--- src/rtl/button_conditioner.sv ---
// Three-button conditioner: synchronize, debounce, press/held outputs.
// Left/right buttons auto-repeat while held; go fires once per press.
module button_conditioner #(
  parameter int DEBOUNCE_CYCLES = 1000000,
  parameter int REPEAT_DELAY    = 50000000,
  parameter int REPEAT_PERIOD   = 15000000
) (
  input  logic CLK100MHZ,
  input  logic gameReset,
  input  logic pbR,
  input  logic pbL,
  input  logic pbG,
  output logic pressR,
  output logic pressL,
  output logic pressG,
  output logic heldR,
  output logic heldL,
  output logic heldG
);

  localparam int CW = $clog2(DEBOUNCE_CYCLES + 1);
  localparam int RMAX = (REPEAT_DELAY > REPEAT_PERIOD) ?
                        REPEAT_DELAY : REPEAT_PERIOD;
  localparam int RW = $clog2(RMAX + 1);

  localparam logic [CW-1:0] C_ONE  = CW'(1);
  localparam logic [CW-1:0] C_LAST = CW'(DEBOUNCE_CYCLES - 1);
  localparam logic [RW-1:0] R_ONE  = RW'(1);
  localparam logic [RW-1:0] R_DLY  = RW'(REPEAT_DELAY);
  localparam logic [RW-1:0] R_PER  = RW'(REPEAT_PERIOD);

  typedef enum logic [1:0] {
    IDLE,
    CONFIRM_PRESS,
    HELD,
    CONFIRM_RELEASE
  } state_e;

  logic [2:0] pb_w;
  logic [2:0] held_w;
  logic [2:0] ev_w;
  logic [2:0] press_q;

  assign pb_w = {pbG, pbL, pbR};

  // Index 0 = right, 1 = left, 2 = go.
  for (genvar b = 0; b < 3; b++) begin : g_btn
    logic          sync1_q;
    logic          sync2_q;
    state_e        state_q;
    logic [CW-1:0] cnt_q;
    logic          held_q;
    logic          active;
    logic          rep_hit;

    assign active = (state_q == HELD) ||
                    (state_q == CONFIRM_RELEASE);

    always_ff @(posedge CLK100MHZ or negedge gameReset) begin
      if (!gameReset) begin
        sync1_q <= 1'b1;
        sync2_q <= 1'b1;
      end else begin
        sync1_q <= pb_w[b];
        sync2_q <= sync1_q;
      end
    end

    always_ff @(posedge CLK100MHZ or negedge gameReset) begin
      if (!gameReset) begin
        state_q <= IDLE;
        cnt_q   <= '0;
        held_q  <= 1'b0;
      end else begin
        held_q <= active;
        unique case (state_q)
          IDLE: begin
            if (!sync2_q) begin
              state_q <= CONFIRM_PRESS;
              cnt_q   <= C_ONE;
            end
          end
          CONFIRM_PRESS: begin
            if (sync2_q) begin
              state_q <= IDLE;
              cnt_q   <= '0;
            end else if (cnt_q >= C_LAST) begin
              state_q <= HELD;
              cnt_q   <= '0;
            end else begin
              cnt_q <= cnt_q + C_ONE;
            end
          end
          HELD: begin
            if (sync2_q) begin
              state_q <= CONFIRM_RELEASE;
              cnt_q   <= C_ONE;
            end
          end
          CONFIRM_RELEASE: begin
            if (!sync2_q) begin
              state_q <= HELD;
              cnt_q   <= '0;
            end else if (cnt_q >= C_LAST) begin
              state_q <= IDLE;
              cnt_q   <= '0;
            end else begin
              cnt_q <= cnt_q + C_ONE;
            end
          end
          default: begin
            state_q <= IDLE;
            cnt_q   <= '0;
          end
        endcase
      end
    end

    if (b < 2) begin : g_rep
      logic [RW-1:0] rc_q;
      logic          first_q;

      // rc_q counts held cycles since the last pulse; bounded by target.
      assign rep_hit = active && held_q &&
                       (rc_q == (first_q ? R_DLY : R_PER));

      always_ff @(posedge CLK100MHZ or negedge gameReset) begin
        if (!gameReset) begin
          rc_q    <= '0;
          first_q <= 1'b1;
        end else if (!active) begin
          rc_q    <= '0;
          first_q <= 1'b1;
        end else if (rep_hit) begin
          rc_q    <= R_ONE;
          first_q <= 1'b0;
        end else if (rc_q != '1) begin
          rc_q <= rc_q + R_ONE;
        end
      end
    end else begin : g_norep
      assign rep_hit = 1'b0;
    end

    assign held_w[b] = held_q;
    assign ev_w[b]   = active && (!held_q || rep_hit);
  end

  // Simultaneous left/right events cancel each other.
  always_ff @(posedge CLK100MHZ or negedge gameReset) begin
    if (!gameReset) begin
      press_q <= '0;
    end else begin
      press_q[0] <= ev_w[0] && !ev_w[1];
      press_q[1] <= ev_w[1] && !ev_w[0];
      press_q[2] <= ev_w[2];
    end
  end

  assign pressR = press_q[0];
  assign pressL = press_q[1];
  assign pressG = press_q[2];
  assign heldR  = held_w[0];
  assign heldL  = held_w[1];
  assign heldG  = held_w[2];

endmodule

--- config.mk ---
export PLATFORM = sky130hd
export DESIGN_NAME = button_conditioner
export DESIGN_NICKNAME = d
export VERILOG_FILES = /design/src/rtl/button_conditioner.sv
export SDC_FILE = /design/constraint.sdc
export NUM_CORES = 1
export LEC_CHECK = 0
export BUFFER_PORTS_ARGS = -buffer_cell sky130_fd_sc_hd__clkbuf_2
export CORE_MARGIN = 10
export CORE_UTILIZATION = 35
export DETAILED_ROUTE_END_ITERATION = 8
export PLACE_DENSITY = 0.5
export SYNTH_ARGS = -nofsm -noshare
export SYNTH_HDL_FRONTEND = slang
export SYNTH_SLANG_ARGS = --single-unit
--- constraint.sdc ---
create_clock -name CLK100MHZ -period 2.4 [get_ports CLK100MHZ]
set_input_delay 0.48 -clock CLK100MHZ [delete_from_list [all_inputs] [get_ports CLK100MHZ]]
set_output_delay 0.48 -clock CLK100MHZ [all_outputs]
set_load 0.02 [all_outputs]
==> impl_results.md <==
- Outcome: finished clean
- Worst-path fanout max: 8
- Congestion Overflow GR: 0
- Largest net degree at the start of global routing: 61
- Vias in the first global route: 5464
- Clock Sinks: 132
- First-pass GRT wire length: 27100 um
- Max VDD drop: 0.455 mV
- Drt pass-1 iters: 5
- Synth Instances: 745
- Max Cap Violations: 0
- Synth async-reset ratio: 100%
- Fin crit share: 93.3%
- Sw Share: 32.3%
- Setup TNS: 0 ns
- Worst-path clk slew: 0.06 ns
- Synth area leader: dfrtp_1
- Reg power frac: 38.5%
- Setup CP Type: flip-flop to flip-flop
- CTS tree: yes
- Synth top area share: 45.1%
- Number of setup buffers added after CTS: 0
- Most frequent cells in the layout: dfrtp_1, nor2_1, nand2_1, o21ai_0, nand3_1
- Diode count: 0
- Gr usage total: 12.5%
- Post-Layout Cell Count: 1049
- Final ANT Viol Nets: 0
- Sw Pwr: 0.00219 W
- Crit path capture type: flip-flop
- Max frequency: 447 MHz
- Pint: 0.00460 W
- Logic pwr share: 21.9%
- Final hold viol count: 0
- Layout cells sized above 1: 11.1%
- Vias per cell: 5.32
- Final WL: 15400 um
- CTS Buffer Depth: 2
- # setup viols final: 0
- Ranking of synthesized cells by area: dfrtp_1, nor2_1, xor2_1, nand4_1, nand3_1
- Hpwl dp: 10400 um
- Min Clock Period, post-route: 2.24 ns
- Mapped Avg Cell Area: 9.23 um2
- Placed insts: 1017
- Routed WL per cell: 14.6 um
- 1st-iter DRT viols: 384
- Cell Rows: 51
- Crit path required time: 2.75 ns
- Pwr/cell area: 859 mW/mm2
- # resized after CTS: 0
- Most common flop cell mapped by yosys: dfrtp_1
- CP arrival: 2.59 ns
- Initial antenna violation count: 0
- Startpoint types: flip-flop
- Hold Path Class: input pin to async pin
- Worst Clk Skew: 0.00664 ns
- Core ar.: 0.0194 mm2
- Number of synthesized flops with an enable pin: 0
- R2R Path Start: g_btn[0].cnt_q[0]
- Sequential area share after synthesis: 48.2%
- CTS HTree Levels: 4
- Final core utilization: 40.8%
- Syn. warnings: 0
- Clk pwr share: 39.6%
- Pins Over Slew Limit: 0
- Net count, final: 783
- FF+latch count, synth: 132
- Most common cell after layout, fill and taps aside: dfrtp_1
- Area grow syn2layout: 15.0%
- Synth cell types: 58
- CTS buffer count: 17
- Hold Buf Count CTS: 0
- DIE HEIGHT: 160 um
- Die ar.: 0.0256 mm2
- Final GP Congestion: 0.838
- Measured slew at the worst slew-check pin: 0.599 ns
- Pleak: 3.30 nW
- Syn_nets: 757
- Clk root buf: clkbuf_16
- RSZ-0062 raised after global routing: false
- Die extent in x: 160 um
- Initial Util: 35.4%
- # DRC: 0
- IO Pins: 11
- FF-to-FF path depth: 7
- Slew HR: 60.1%
- Vias: 5579
- R2r endpoint: g_btn[0].cnt_q[3]
- Worst skew pair latency: 0.42 ns
- Synthesized cell area: 0.00688 mm2
- R2R Setup Slk: 0.16 ns
- I/O Buffers: 10
==> per-stage QoR <==
step	setup slack (ns)	area, um2	power [W]	hold slack (ns)
after CTS	0.170	7910	0.00689	0.0566
after global routing	0.0218	7910	0.00721	0.0747
after global placement	0.234	7300	0.00412	0.346
after floorplan	0.332	6880	0.00376	0.184
after detailed placement	0.185	7300	0.00415	0.347
final	0.161	7910	0.00679	0.0308
==> critical path, cell delays in order, from the launching register on <==
cell     delay (ns)
dfrtp_1        0.42
ha_1           0.26
nand4_1        0.15
nor2_1         0.10
o41a_1         0.41
or2_1          0.37
or3_1          0.39
o21ai_2        0.06
==> synthesized netlist by cell type (all sizes together), types with 7 or more instances <==
cell type / count
a31oi: 39
nor2: 99
and4: 9
o21ai: 53
and3: 20
xnor2: 13
dfrtp: 124
buf: 16
nand3: 52
a21o: 7
a21oi: 32
nor3: 18
dfstp: 8
xor2: 35
nand4: 41
inv: 16
nor4: 12
clkbuf: 11
ha: 7
nand2: 63
==> worst max path at each step <==
stage / from / end / cells after the start
finish: g_btn[0].cnt_q[0] / g_btn[0].cnt_q[3] / 7
global route: g_btn[2].cnt_q[13] / g_btn[2].cnt_q[18] / 7
CTS: g_btn[0].cnt_q[0] / g_btn[0].cnt_q[3] / 7
detailed placement: g_btn[0].cnt_q[0] / g_btn[0].cnt_q[3] / 7
global placement: g_btn[0].cnt_q[0] / g_btn[0].cnt_q[3] / 7
floorplan: g_btn[0].cnt_q[0] / g_btn[0].cnt_q[3] / 8
==> flip-flops by register name (all words and copies together) (netlist names), named ones only <==
register	count
g_btn.g_rep.rc_q	52
g_btn.state_q	3
g_btn.sync1_q	3
heldG	1
g_btn.cnt_q	60
g_btn.sync2_q	3
heldL	1
heldR	1
press_q	3
g_btn.g_rep.first_q	2
==> logic make-up after synthesis <==
| logic type | Yosys count | synth area share (%) |
|---|---|---|
| simple gates | 353 | 26.5 |
| buf+inv | 43 | 3.20 |
| flops | 132 | 48.2 |
| mux | 2 | 0.291 |
| xor+xnor | 48 | 6.11 |
| fa+ha+maj | 7 | 1.27 |
| compound gates | 160 | 14.4 |
==> area by class of cell <==
cell class	instances	area [um2]
fill	1922	11500
multi-input combinational	570	3340
sequential	132	3310
clock buffer	21	460
tap	265	332
timing repair buffer	34	249
clock inverter	11	151
inverter	16	60.1
==> power groups by stage <==
stage               clock (W)  combinational [W]  sequential, W
floorplan                   0            0.00113        0.00264
global placement            0            0.00147        0.00265
detailed placement          0            0.00150        0.00265
CTS                   0.00277            0.00151        0.00262
global route          0.00287            0.00168        0.00265
finish                0.00269            0.00148        0.00261
==> metal layers <==
layer	track usage [%]	up-vias	wire length, um
li1	-	2759	-
met1	17.1	2725	7760
met2	18.9	81	7000
met3	3.08	14	463
met4	4.01	0	148
met5	0	-	0
Note: power is estimated with default switching activity, not from simulation.
